File: src/rtl/aurora_tx_packet_arbiter.sv
// Packet-atomic round-robin arbiter that shares one Aurora TX AXI-stream between NUM_SRC sources.
// It aborts a stalled packet with a trailer word and reports one status code per FA strobe.
module aurora_tx_packet_arbiter #(
  parameter int NUM_SRC = 2,
  parameter int DW      = 32,
  parameter int TIMEOUT = 1023
) (
  input  logic                       auroraUserClk,
  input  logic                       auroraUserRst_n,
  input  logic                       auroraFAstrobe,
  input  logic [NUM_SRC-1:0]         srcEnable,
  input  logic [NUM_SRC*DW-1:0]      src_tdata,
  input  logic [NUM_SRC-1:0]         src_tvalid,
  input  logic [NUM_SRC-1:0]         src_tlast,
  output logic [NUM_SRC-1:0]         src_tready,
  output logic [DW-1:0]              m_tdata,
  output logic                       m_tvalid,
  output logic                       m_tlast,
  input  logic                       m_tready,
  output logic [$clog2(NUM_SRC)-1:0] grantIndex,
  output logic                       statusStrobe,
  output logic [1:0]                 statusCode
);

  localparam int GW = $clog2(NUM_SRC);
  localparam int TW = (TIMEOUT > 1) ? $clog2(TIMEOUT) : 1;
  localparam logic [TW-1:0] TO_LAST  = TW'(TIMEOUT - 1);
  localparam logic [GW-1:0] LAST_SRC = GW'(NUM_SRC - 1);

  typedef enum logic [1:0] {
    ST_ARB   = 2'd0,
    ST_XFER  = 2'd1,
    ST_ABORT = 2'd2
  } state_t;

  state_t          state;
  state_t          stateNext;
  logic [GW-1:0]   rrPtr;
  logic [GW-1:0]   reqGrant;
  logic [NUM_SRC-1:0] reqVec;
  logic            reqAny;
  int              idx;
  logic [TW-1:0]   toCnt;
  logic            beat;
  logic            pktSeen;
  logic            timeoutSeen;
  logic [1:0]      codeNext;
  logic [DW-1:0]   abortWord;

  assign beat = m_tvalid & m_tready;

  // Round-robin search for the first requester at or above rrPtr, wrapping.
  always_comb begin
    reqVec   = src_tvalid & srcEnable;
    reqAny   = 1'b0;
    reqGrant = '0;
    idx      = 0;
    for (int k = 0; k < NUM_SRC; k++) begin
      idx = int'(rrPtr) + k;
      if (idx >= NUM_SRC) begin
        idx = idx - NUM_SRC;
      end else begin
        idx = idx;
      end
      if (!reqAny && reqVec[idx]) begin
        reqAny   = 1'b1;
        reqGrant = GW'(idx);
      end else begin
        reqAny   = reqAny;
      end
    end
  end

  // State register.
  always_ff @(posedge auroraUserClk or negedge auroraUserRst_n) begin
    if (!auroraUserRst_n) begin
      state <= ST_ARB;
    end else begin
      state <= stateNext;
    end
  end

  // Next-state logic; abort only while the source is idle so a shown beat is never withdrawn.
  always_comb begin
    stateNext = state;
    case (state)
      ST_ARB: begin
        if (reqAny) stateNext = ST_XFER;
        else        stateNext = ST_ARB;
      end
      ST_XFER: begin
        if (beat && m_tlast)                                  stateNext = ST_ARB;
        else if (!src_tvalid[grantIndex] && toCnt == TO_LAST) stateNext = ST_ABORT;
        else                                                  stateNext = ST_XFER;
      end
      ST_ABORT: begin
        if (m_tready) stateNext = ST_ARB;
        else          stateNext = ST_ABORT;
      end
      default: stateNext = ST_ARB;
    endcase
  end

  // Grant pointer, grant index and stall counter.
  always_ff @(posedge auroraUserClk or negedge auroraUserRst_n) begin
    if (!auroraUserRst_n) begin
      rrPtr      <= '0;
      grantIndex <= '0;
      toCnt      <= '0;
    end else begin
      if (state == ST_ARB && reqAny) begin
        grantIndex <= reqGrant;
        rrPtr      <= (reqGrant == LAST_SRC) ? '0 : reqGrant + GW'(1);
      end else begin
        grantIndex <= grantIndex;
        rrPtr      <= rrPtr;
      end
      if (state == ST_XFER && !src_tvalid[grantIndex]) begin
        toCnt <= toCnt + TW'(1);
      end else begin
        toCnt <= '0;
      end
    end
  end

  // Trailer word: 16'hDEAD at the top, aborted source index at the bottom.
  always_comb begin
    abortWord              = '0;
    abortWord[DW-1 -: 16]  = 16'hDEAD;
    abortWord[GW-1:0]      = grantIndex;
  end

  // Stream outputs: zero-latency passthrough of the granted source, or the abort trailer.
  always_comb begin
    m_tdata    = '0;
    m_tvalid   = 1'b0;
    m_tlast    = 1'b0;
    src_tready = '0;
    case (state)
      ST_XFER: begin
        m_tdata                = src_tdata[grantIndex*DW +: DW];
        m_tvalid               = src_tvalid[grantIndex];
        m_tlast                = src_tlast[grantIndex];
        src_tready[grantIndex] = m_tready;
      end
      ST_ABORT: begin
        m_tdata  = abortWord;
        m_tvalid = 1'b1;
        m_tlast  = 1'b1;
      end
      default: begin
        m_tdata  = '0;
        m_tvalid = 1'b0;
      end
    endcase
  end

  // Status priority: in-flight packet beats timeout, timeout beats an empty interval.
  always_comb begin
    if (state != ST_ARB)  codeNext = 2'd3;
    else if (timeoutSeen) codeNext = 2'd2;
    else if (!pktSeen)    codeNext = 2'd1;
    else                  codeNext = 2'd0;
  end

  // Sticky interval flags and status report; events on the strobe cycle count for the new interval.
  always_ff @(posedge auroraUserClk or negedge auroraUserRst_n) begin
    if (!auroraUserRst_n) begin
      statusStrobe <= 1'b0;
      statusCode   <= 2'd0;
      pktSeen      <= 1'b0;
      timeoutSeen  <= 1'b0;
    end else begin
      statusStrobe <= auroraFAstrobe;
      if (auroraFAstrobe) statusCode <= codeNext;
      else                statusCode <= statusCode;
      if (state == ST_XFER && beat && m_tlast) pktSeen <= 1'b1;
      else if (auroraFAstrobe)                 pktSeen <= 1'b0;
      else                                     pktSeen <= pktSeen;
      if (state == ST_ABORT && m_tready) timeoutSeen <= 1'b1;
      else if (auroraFAstrobe)           timeoutSeen <= 1'b0;
      else                               timeoutSeen <= timeoutSeen;
    end
  end

endmodule

File: config.mk
export PLATFORM = sky130hd
export DESIGN_NAME = aurora_tx_packet_arbiter
export DESIGN_NICKNAME = d
export VERILOG_FILES = /design/src/rtl/aurora_tx_packet_arbiter.sv
export SDC_FILE = /design/constraint.sdc
export NUM_CORES = 1
export LEC_CHECK = 0
export BUFFER_PORTS_ARGS = -buffer_cell sky130_fd_sc_hd__buf_2
export CELL_PAD_IN_SITES_DETAIL_PLACEMENT = 0
export CELL_PAD_IN_SITES_GLOBAL_PLACEMENT = 1
export CORE_UTILIZATION = 28
export CTS_CLUSTER_SIZE = 14
export DETAILED_ROUTE_END_ITERATION = 12
export PLACE_DENSITY = 0.85
export REMOVE_ABC_BUFFERS = 1
export SYNTH_ARGS = -nofsm -noshare
export SYNTH_HDL_FRONTEND = slang
export SYNTH_SLANG_ARGS = --single-unit
export TNS_END_PERCENT = 30
File: constraint.sdc
create_clock -name auroraUserClk -period 1.6 [get_ports auroraUserClk]
set_input_delay 0.08 -clock auroraUserClk [delete_from_list [all_inputs] [get_ports auroraUserClk]]
set_output_delay 0.08 -clock auroraUserClk [all_outputs]
set_load 0.01 [all_outputs]
==> Flow_metrics.wiki <==
{| class="wikitable"
! Metric !! Value
|-
| Area of the mapped netlist || 1570 um^2
|-
| Vias in the first global route || 1620
|-
| Final Core Density || 47.5%
|-
| Critical path data required time || 1.52 ns
|-
| Number of cells produced by synthesis || 184
|-
| LEAKAGE || 0.00130 uW
|-
| Cell internal power dissipation || 2000 uW
|-
| Share of synthesized area occupied by flip-flops and latches || 30.3%
|-
| MaxCap Viol Count || 0
|-
| Fraction of final layout cells sized beyond drive strength 1 || 55.7%
|-
| Number of cells after detailed placement || 366
|-
| Number of diodes added for antenna fixing || 0
|-
| FMAX || 0.627 GHz
|-
| Total cell area at the placement stage || 2240 um^2
|-
| Arrival time worst endpoint || 1.51 ns
|-
| Number of CTS-inserted buffers || 3
|-
| Clk root buf || sky130_fd_sc_hd__clkbuf_8
|-
| Unrepaired setup endpoints after global routing || yes
|-
| Number of clock sinks || 19
|-
| Hold crit path type || in -> reg
|-
| Number of synthesized flops with an enable pin || 0
|-
| Power Density || 1410 nW/um^2
|-
| Overall power consumption || 3510 uW
|-
| Critical path's largest stage delay || 0.41 ns
|-
| Wire length of the first global-routing pass || 6.89 mm
|-
| Effective utilization at floorplan || 30.0%
|-
| Post-Synth Simple-Gate Area || 22.7%
|-
| Combinational share of power || 72.4%
|-
| Remaining global-route overflow || 0
|-
| Net load switching power || 1510 uW
|-
| Detail-routed net length per standard cell || 11.7 um
|-
| Synth Area in XOR/XNOR || 4.46%
|-
| Crit start category || flop
|-
| Max clock buf depth || 2
|-
| First-pass iteration count of the detailed router || 4
|-
| Final std cells w/o fill || 379
|-
| Chip width || 76.9 um
|-
| Seq pwr share || 18.2%
|-
| Later-pin clock latency in the skew report || 0.26 ns
|-
| Number of different library cells in the post-synthesis netlist || 30
|-
| Chip Height || 76.9 um
|-
| Final Critical Period || 1.59 ns
|-
| Total number of vias || 1710
|-
| Commonest non-fill, non-tap cell in the layout || sky130_fd_sc_hd__buf_2
|-
| Sum of routed wire length over all layers || 4.42 mm
|-
| Crit Path Category || reg -> out
|-
| Final number of hold-violating endpoints || 0
|-
| CP Max Fanout || 15
|-
| Slew at the pin closest to its max-slew limit || 0.428 ns
|-
| Global-route total usage across every layer || 14.0%
|-
| Post-layout nets || 391
|-
| Post-synthesis area per instance || 8.53 um^2
|-
| Synthesis-to-finish area growth || 58.6%
|-
| Portion of total power attributed to the clock network || 9.3%
|-
| Post-synthesis adder-cell area fraction || 5.58%
|-
| Predominant post-synthesis flop cell || sky130_fd_sc_hd__dfrtp_1
|-
| Fraction of the mapped netlist area in compound gates || 10.2%
|-
| Reg clk slew, reported paths || 0.07 ns
|-
| Largest net degree at the start of global routing || 20
|-
| Residual DRC || 0
|-
| Multiplexer share of the synthesized area || 22.2%
|-
| Worst-path cell chain || buf_12 > mux2_2 > a21oi_2 > nor2b_1 > buf_2
|-
| Number of warning messages in the yosys log || 0
|-
| Die area || 5910 um^2
|-
| Post-route ant nets || 0
|-
| Combinational family with the most area after synthesis || simple AND/OR/NAND/NOR gates
|-
| Initial DRC Count || 21
|-
| Async set-or-reset flop fraction in the synthesized netlist || 100%
|-
| Most used cells in the layout excluding fill and tap cells || sky130_fd_sc_hd__buf_2 (113), sky130_fd_sc_hd__nor2_1 (26), sky130_fd_sc_hd__mux2i_1 (21)
|-
| Endpoint class of the critical path || output pin
|-
| HPWL Detailed || 3.41 mm
|-
| # rows || 26
|-
| Result of the run || finished clean
|-
| Share of the clock period used by the worst path || 99.6%
|-
| Placeable core region || 5240 um^2
|-
| VDD IR-drop max || 0.604 mV
|-
| Io pins || 114
|-
| Initial antenna violation count || 0
|-
| Slowest CP cell || sky130_fd_sc_hd__dfrtp_2
|-
| Routability Congestion || 0.753
|-
| Fraction of power spent switching nets || 43.0%
|-
| Max-slew violation total from the final report || 0
|-
| Vias per cell || 4.51
|-
| Worst slew margin || 71.4%
|-
| Final Cell Area || 2490 um^2
|-
| Final count of negative-setup-slack endpoints || 0
|-
| CTS tree || built
|-
| Number of port buffers || 113
|-
| CTS H-Tree Depth || 1
|-
| Seq cells post-synth || 19
|-
| Post-route clock skew || 0.00880 ns
|}
-- through the flow --
step | TNS [ns] | hold slack [ns] | setup WS [ns]
2_1_floorplan | -12.88 | -0.216 | -0.719
3_3_place_gp | 0 | 0.0421 | 0.146
3_5_place_dp | 0 | 0.0438 | 0.0744
4_1_cts | 0 | 0.00851 | 0.00544
5_1_grt | -0.657 | 0.00374 | -0.0530
6_report | 0 | 0.0135 | 0.00630
-- repair_timing --
item,4_1_cts,5_1_grt
setup buffers,5,2
hold buffers,1,0
endpoints found under the setup margin,33,32
pin swaps,1,2
gates resized for setup,14,23
gates cloned,1,0
hold endpoints to repair,19,0
-- synthesized netlist by cell type, drive strengths merged (3+ instances only) --
| library cell | count | area, um^2 |
|---|---|---|
| a21oi | 15 | 75.1 |
| buf | 4 | 26.3 |
| clkbuf | 5 | 18.8 |
| dfrtp | 19 | 475 |
| ha | 7 | 87.6 |
| inv | 7 | 26.3 |
| mux2 | 12 | 139 |
| mux2i | 21 | 210 |
| nand2 | 9 | 33.8 |
| nand3 | 6 | 30.0 |
| nand4 | 3 | 18.8 |
| nor2 | 33 | 124 |
| nor2b | 15 | 93.8 |
| o21ai | 3 | 15.0 |
| xor2 | 6 | 52.6 |
-- worst max-delay path: cells and delay by family (launching register included) --
kind,cells,cell delay (ns)
multiplexers,1,0.35
buffers and inverters,2,0.29
AND/OR/NAND/NOR,1,0.06
flip-flops,1,0.41
AO/OA/AOI/OAI,1,0.15
-- flip-flops by register name, summed over array words and instances (netlist names) --
register	flops
pktSeen	1
timeoutSeen	1
toCnt	10
statusStrobe	1
statusCode	2
grantIndex	1
state	2
rrPtr	1
-- power groups by stage --
stage	combinational, uW	sequential, uW	clock, uW
6_report	2540	640	328
2_1_floorplan	1220	780	0
3_5_place_dp	2160	646	0
4_1_cts	2400	639	339
3_3_place_gp	2150	640	0
5_1_grt	2790	654	362
-- layer usage --
layer | part of all wire [%] | vias up | global-route usage [%]
met1 | 43 | 767 | 16.2
met5 | 0 | - | 0
met4 | 0.25 | 0 | 4.23
met3 | 8.4 | 2 | 3.69
li1 | - | 880 | -
met2 | 49 | 61 | 25.1
-- layout make-up --
type	instances	area, um^2
fillers	513	2750
multi-input cells	149	1140
repair buffers	130	716
flip-flops and latches	19	477
well taps	70	87.6
clock buffers	3	41.3
inverters	7	26.3
clock inverters	1	5.00
-- kinds of logic after synthesis --
group / count (synthesis)
AND/OR/NAND/NOR: 74
XOR/XNOR: 8
buffers and inverters: 16
AO/OA/AOI/OAI: 27
adder cells (fa/ha/maj): 7
multiplexers: 33
flip-flops: 19
-- path summary, 6_finish.rpt --
path	from	endpoint	slack (ns)	depth (start not counted)
worst min-delay path	auroraFAstrobe	statusStrobe$_DFF_PN0_	0.01	1
worst max register to register	state[0]$_DFF_PN0_	state[1]$_DFF_PN0_	0.07	5
max in group asynchronous	auroraUserRst_n	grantIndex$_DFFE_PN0N_	0.99	2
min in group asynchronous	auroraUserRst_n	toCnt[6]$_DFF_PN0_	0.28	2
worst max-delay path	grantIndex$_DFFE_PN0N_	m_tdata[28]	0.006	5
worst min register to register	statusCode[0]$_DFFE_PN0P_	statusCode[0]$_DFFE_PN0P_	0.48	1
Note: power is estimated with default switching activity, not from simulation.
